==> config.mk <==
export PLATFORM = sky130hd
export DESIGN_NAME = imem_fetch_ctrl
export DESIGN_NICKNAME = d
export VERILOG_FILES = /design/src/rtl/imem_fetch_ctrl.sv
export SDC_FILE = /design/constraint.sdc
export NUM_CORES = 1
export LEC_CHECK = 0
export BUFFER_PORTS_ARGS = -buffer_cell sky130_fd_sc_hd__buf_2
export CAP_MARGIN = 10
export CORE_MARGIN = 10
export CORE_UTILIZATION = 40
export CTS_CLUSTER_DIAMETER = 30
export CTS_CLUSTER_SIZE = 12
export DETAILED_ROUTE_END_ITERATION = 6
export HOLD_SLACK_MARGIN = 0.15
export PLACE_DENSITY = 0.68
export SLEW_MARGIN = 20
export SYNTH_ARGS = -nofsm -noshare
export SYNTH_HDL_FRONTEND = slang
export SYNTH_SLANG_ARGS = --single-unit
==> constraint.sdc <==
create_clock -name clk_i -period 3.11 [get_ports clk_i]
set_input_delay 0 -clock clk_i [delete_from_list [all_inputs] [get_ports clk_i]]
set_output_delay 0 -clock clk_i [all_outputs]
set_load 0.01 [all_outputs]
==> src/rtl/imem_fetch_ctrl.sv <==
// Instruction fetch sequencer: walks a PC through a combinational instruction
// memory, delivering one registered word per unstalled cycle.
//
// state  | meaning
// IDLE   | waiting for start after reset
// FETCH  | presenting pc_q to memory, delivering words
// HALT   | all-zero word fetched, pc_q parked on it
// ERROR  | misaligned or out-of-range PC, captured in err_pc_o
module imem_fetch_ctrl #(
  parameter int unsigned MEM_BYTES    = 16384,
  parameter bit          HALT_ON_ZERO = 1'b1
) (
  input  logic        clk_i,
  input  logic        reset_i,
  input  logic        start_i,
  input  logic [31:0] start_pc_i,
  input  logic        stall_i,
  input  logic        branch_taken_i,
  input  logic [31:0] branch_target_i,
  output logic [31:0] imem_addr_o,
  input  logic [31:0] imem_data_i,
  output logic [31:0] instr_o,
  output logic [31:0] instr_pc_o,
  output logic        instr_valid_o,
  output logic [1:0]  state_o,
  output logic [31:0] err_pc_o,
  output logic [15:0] fetch_count_o
);

  typedef enum logic [1:0] {
    S_IDLE  = 2'd0,
    S_FETCH = 2'd1,
    S_HALT  = 2'd2,
    S_ERROR = 2'd3
  } state_t;

  localparam logic [31:0] LAST_PC = 32'(MEM_BYTES - 4);

  state_t      state_q, state_d;
  logic [31:0] pc_q, pc_d;
  logic [31:0] instr_q, instr_d;
  logic [31:0] instr_pc_q, instr_pc_d;
  logic        valid_q, valid_d;
  logic [31:0] err_pc_q, err_pc_d;
  logic [15:0] count_q, count_d;
  logic        pc_bad;

  assign pc_bad = (pc_q[1:0] != 2'b00) || (pc_q > LAST_PC);

  always_ff @(posedge clk_i) begin
    if (reset_i) begin
      state_q    <= S_IDLE;
      pc_q       <= '0;
      instr_q    <= '0;
      instr_pc_q <= '0;
      valid_q    <= 1'b0;
      err_pc_q   <= '0;
      count_q    <= '0;
    end else begin
      state_q    <= state_d;
      pc_q       <= pc_d;
      instr_q    <= instr_d;
      instr_pc_q <= instr_pc_d;
      valid_q    <= valid_d;
      err_pc_q   <= err_pc_d;
      count_q    <= count_d;
    end
  end

  always_comb begin
    state_d    = state_q;
    pc_d       = pc_q;
    instr_d    = instr_q;
    instr_pc_d = instr_pc_q;
    valid_d    = valid_q;
    err_pc_d   = err_pc_q;
    count_d    = count_q;
    case (state_q)
      S_FETCH: begin
        // Redirect wins over stall and start; the word read this cycle is dropped.
        if (branch_taken_i) begin
          pc_d    = branch_target_i;
          valid_d = 1'b0;
        end else if (!stall_i) begin
          if (pc_bad) begin
            err_pc_d = pc_q;
            valid_d  = 1'b0;
            state_d  = S_ERROR;
          end else if (HALT_ON_ZERO && (imem_data_i == 32'd0)) begin
            valid_d = 1'b0;
            state_d = S_HALT;
          end else begin
            instr_d    = imem_data_i;
            instr_pc_d = pc_q;
            valid_d    = 1'b1;
            pc_d       = pc_q + 32'd4;
            count_d    = (count_q == 16'hFFFF) ? count_q : count_q + 16'd1;
          end
        end
      end
      default: begin
        if (start_i) begin
          pc_d    = start_pc_i;
          valid_d = 1'b0;
          count_d = '0;
          state_d = S_FETCH;
        end
      end
    endcase
  end

  assign imem_addr_o   = pc_q;
  assign instr_o       = instr_q;
  assign instr_pc_o    = instr_pc_q;
  assign instr_valid_o = valid_q;
  assign state_o       = state_q;
  assign err_pc_o      = err_pc_q;
  assign fetch_count_o = count_q;

endmodule

==> run metrics <==
adder-cell share of the synthesized area=0.4175%; largest area contributor in the netlist=dfxtp_1; CTS max path bufs=2; synth top area cells=dfxtp_1 (49%), nand2_1 (8.5%), a21oi_1 (7.5%), mux2i_1 (5.5%), nor2_1 (3.8%); Slew Limit Fails=0; Final WS setup=0.2350 ns; top cell type's share of synthesized area=49.10%; YS warnings=0; DR WL/cell=18.80 um; syn_nets=824; 1st-iter DRT viols=493; Worst slew margin=36.75%; clock sinks=147; status=complete, no violations; commonest non-fill, non-tap cell in the layout=buf_2; HP Class=in -> reg; CP peak stage delay=0.60 ns; Netlist Area Pre-Place=0.005993 sq mm; IO Pins=248; initial antenna violation count=2; post-synthesis mux area share=5.511%; Placer Congestion=0.8344; pin count of the biggest net entering global routing=80; delay-heaviest family, CP=buffers and inverters; Core Rows=44; Setup Skew=0.009214 ns; endpoint class of the critical path=flop; cts bufs inserted=17; final setup violation count=0; WP buf/inv=3; fin area=0.009014 sq mm; maximum clock rate=347.8 MHz; CTS tree=done; final global-route overflow total=0; Initial Util=41.08%; Die W=142.4 um; CTS clk-pin slew, worst paths=0.06 ns; placed cell areas=0.007416 sq mm; area grow syn2layout=50.40%; Core Area=0.01459 sq mm; Final min period=2.875 ns; crit share post-route=92.44%; pre-CTS setup slack=0.6430 ns; ANT nets after route=0; vias in the first global route=6,606; Max Cap Violations=0; DR vias/cell=5.376; most frequent cells in the layout=buf_2 (246), dfxtp_1 (147), nand2_1 (135); Leakage Power=4.140 nW; Initial DRT Pass Iterations=5; gr usage total=22.49%; Setup Total Neg Slack=0 ns; RSZ-0062 raised after global routing=false; slowest cell on the critical path=dlygate4sd3_1; full die area=0.02028 sq mm; DP HPWL=16.15 mm; CP max FO=39; share of flip-flops with an asynchronous set or reset=0%; crit-path cells=nor2b_4 > buf_6 > o21ai_0 > a21oi_1 > a21oi_1 > dlygate4sd3_1 > a2111oi_0 > dlygate4sd3_1; Worst Path Arrival=3.25 ns; Final Power=4.694 mW; Synth Area in XOR/XNOR=0.2923%; Mean Syn Cell Area=8.312 sq um; Most used DFF post-synth=dfxtp_1; die height=142.4 um; Nets=1,154; Worst Tran Pin Value=0.9452 ns; worst skew pair latency=0.43 ns; Post-Synthesis Cells=721; worst ir drop on vdd=0.3356 mV; FILL cells=1,247; Post-Synth Simple-Gate Area=25.03%; number of library cell types mapped by synthesis=42; I/O Buffers=247; Setup CP Type=reg -> reg; via count=6,715; overall routed net length=23.48 mm; first-pass GRT wire length=36.59 mm; number of flops mapped to enable cells by yosys=0; Setup crit start kind=flop; critical path required time=3.49 ns; final hold vios=0; H-tree Lvls=4; largest family of logic cells by synthesized area=simple AND/OR/NAND/NOR gates; number of synthesized register bits=147; root buffer cell=clkbuf_16; sequential-to-total area share from yosys stat=49.10%; Synth Area in Compound Gates=15.99%; Power Density=520.8 mW/mm^2; share of cells above drive strength 1=28.48%; # DRC=0
[report_power, final]
part           switching [mW]  internal, mW  leakage (nW)
sequential             0.0892          1.94          1.19
clock                   0.884          1.12         0.267
combinational           0.341         0.319          2.68
total                    1.31          3.38          4.14
[worst reg2reg max path: stages, from the launching register on]
cell	delay, ns
dfxtp_1	0.38
nor2b_4	0.24
buf_6	0.33
o21ai_0	0.16
a21oi_1	0.14
a21oi_1	0.05
dlygate4sd3_1	0.56
a2111oi_0	0.36
dlygate4sd3_1	0.60
[worst paths after layout]
check | start | to | slack (ns) | cells past startpoint
worst max-delay path | state_o[0]$_SDFFE_PP0P_ | imem_addr_o[9]$_SDFFE_PP0P_ | 0.24 | 8
worst min-delay path | branch_target_i[17] | imem_addr_o[17]$_SDFFE_PP0P_ | 0.26 | 6
worst max register to register | state_o[0]$_SDFFE_PP0P_ | imem_addr_o[9]$_SDFFE_PP0P_ | 0.24 | 8
worst min register to register | instr_o[1]$_SDFFE_PP0P_ | instr_o[1]$_SDFFE_PP0P_ | 0.45 | 2
[kinds of logic (layout without fill, tap and decap cells)]
family	Yosys count	in the layout
AOI/OAI and AO/OA	158	158
xor gates and xnor gates	2	2
adders and majority gates	2	2
buffers and inverters	57	400
DFF	147	147
muxes	33	33
other	0	1
and+or+nand+nor	322	322
[Yosys cell counts (2+ instances only)]
| master | instances |
|---|---|
| a211o_1 | 2 |
| a211oi_1 | 3 |
| a21o_1 | 2 |
| a21oi_1 | 90 |
| a311oi_1 | 19 |
| and2_1 | 20 |
| and3_1 | 6 |
| and4_1 | 3 |
| buf_2 | 4 |
| clkbuf_1 | 48 |
| dfxtp_1 | 147 |
| ha_1 | 2 |
| inv_1 | 4 |
| mux2i_1 | 33 |
| nand2_1 | 135 |
| nand2b_1 | 4 |
| nand3_1 | 37 |
| nand4_1 | 7 |
| nor2_1 | 61 |
| nor3_1 | 5 |
| nor3b_1 | 2 |
| nor4_1 | 17 |
| o211ai_1 | 11 |
| o21ai_0 | 13 |
| o31ai_1 | 10 |
| or2_2 | 3 |
| or3_1 | 10 |
| or4_1 | 8 |
| xor2_1 | 2 |
[area by class of cell]
class / count / area (sq um) / share of cell area, %
timing repair buffer: 364 / 2386 / 26.47
tap: 184 / 230.2 / 2.554
clock inverter: 15 / 147.6 / 1.638
sequential: 147 / 2943 / 32.65
multi-input combinational: 517 / 2864 / 31.77
clock buffer: 17 / 425.4 / 4.720
antenna: 1 / 2.502 / 0.02776
inverter: 4 / 15.01 / 0.1666
[through the flow]
step	hold slack (ns)	util, %	std cells
6_report	0.2601	61.78	1249
5_1_grt	0.2696	61.77	1248
4_1_cts	0.2264	61.69	1247
3_5_place_dp	0.2598	50.83	1114
3_3_place_gp	0.2548	50.83	1114
2_1_floorplan	0.1360	-	721
[state kept, by name, indices dropped and copies added (netlist names)]
register,count
err_pc_o,32
imem_addr_o,32
instr_o,32
instr_pc_o,32
fetch_count_o,16
state_o,2
instr_valid_o,1
[timing repair]
item / 4_1_cts / 5_1_grt
hold buffers: 101 / 0
gates resized for setup: 0 / 1
endpoints found under the hold margin: 78 / 0
setup buffers: 0 / 1
endpoints found under the setup margin: 0 / 14
[metal layers]
| metal | global-route usage (%) | routed length [um] |
|---|---|---|
| met5 | 0 | 21 |
| met4 | 7.987 | 585 |
| met3 | 9.513 | 2394 |
| met2 | 35.20 | 10980 |
| met1 | 27.07 | 9503 |
(Power assumes the default switching activity.)
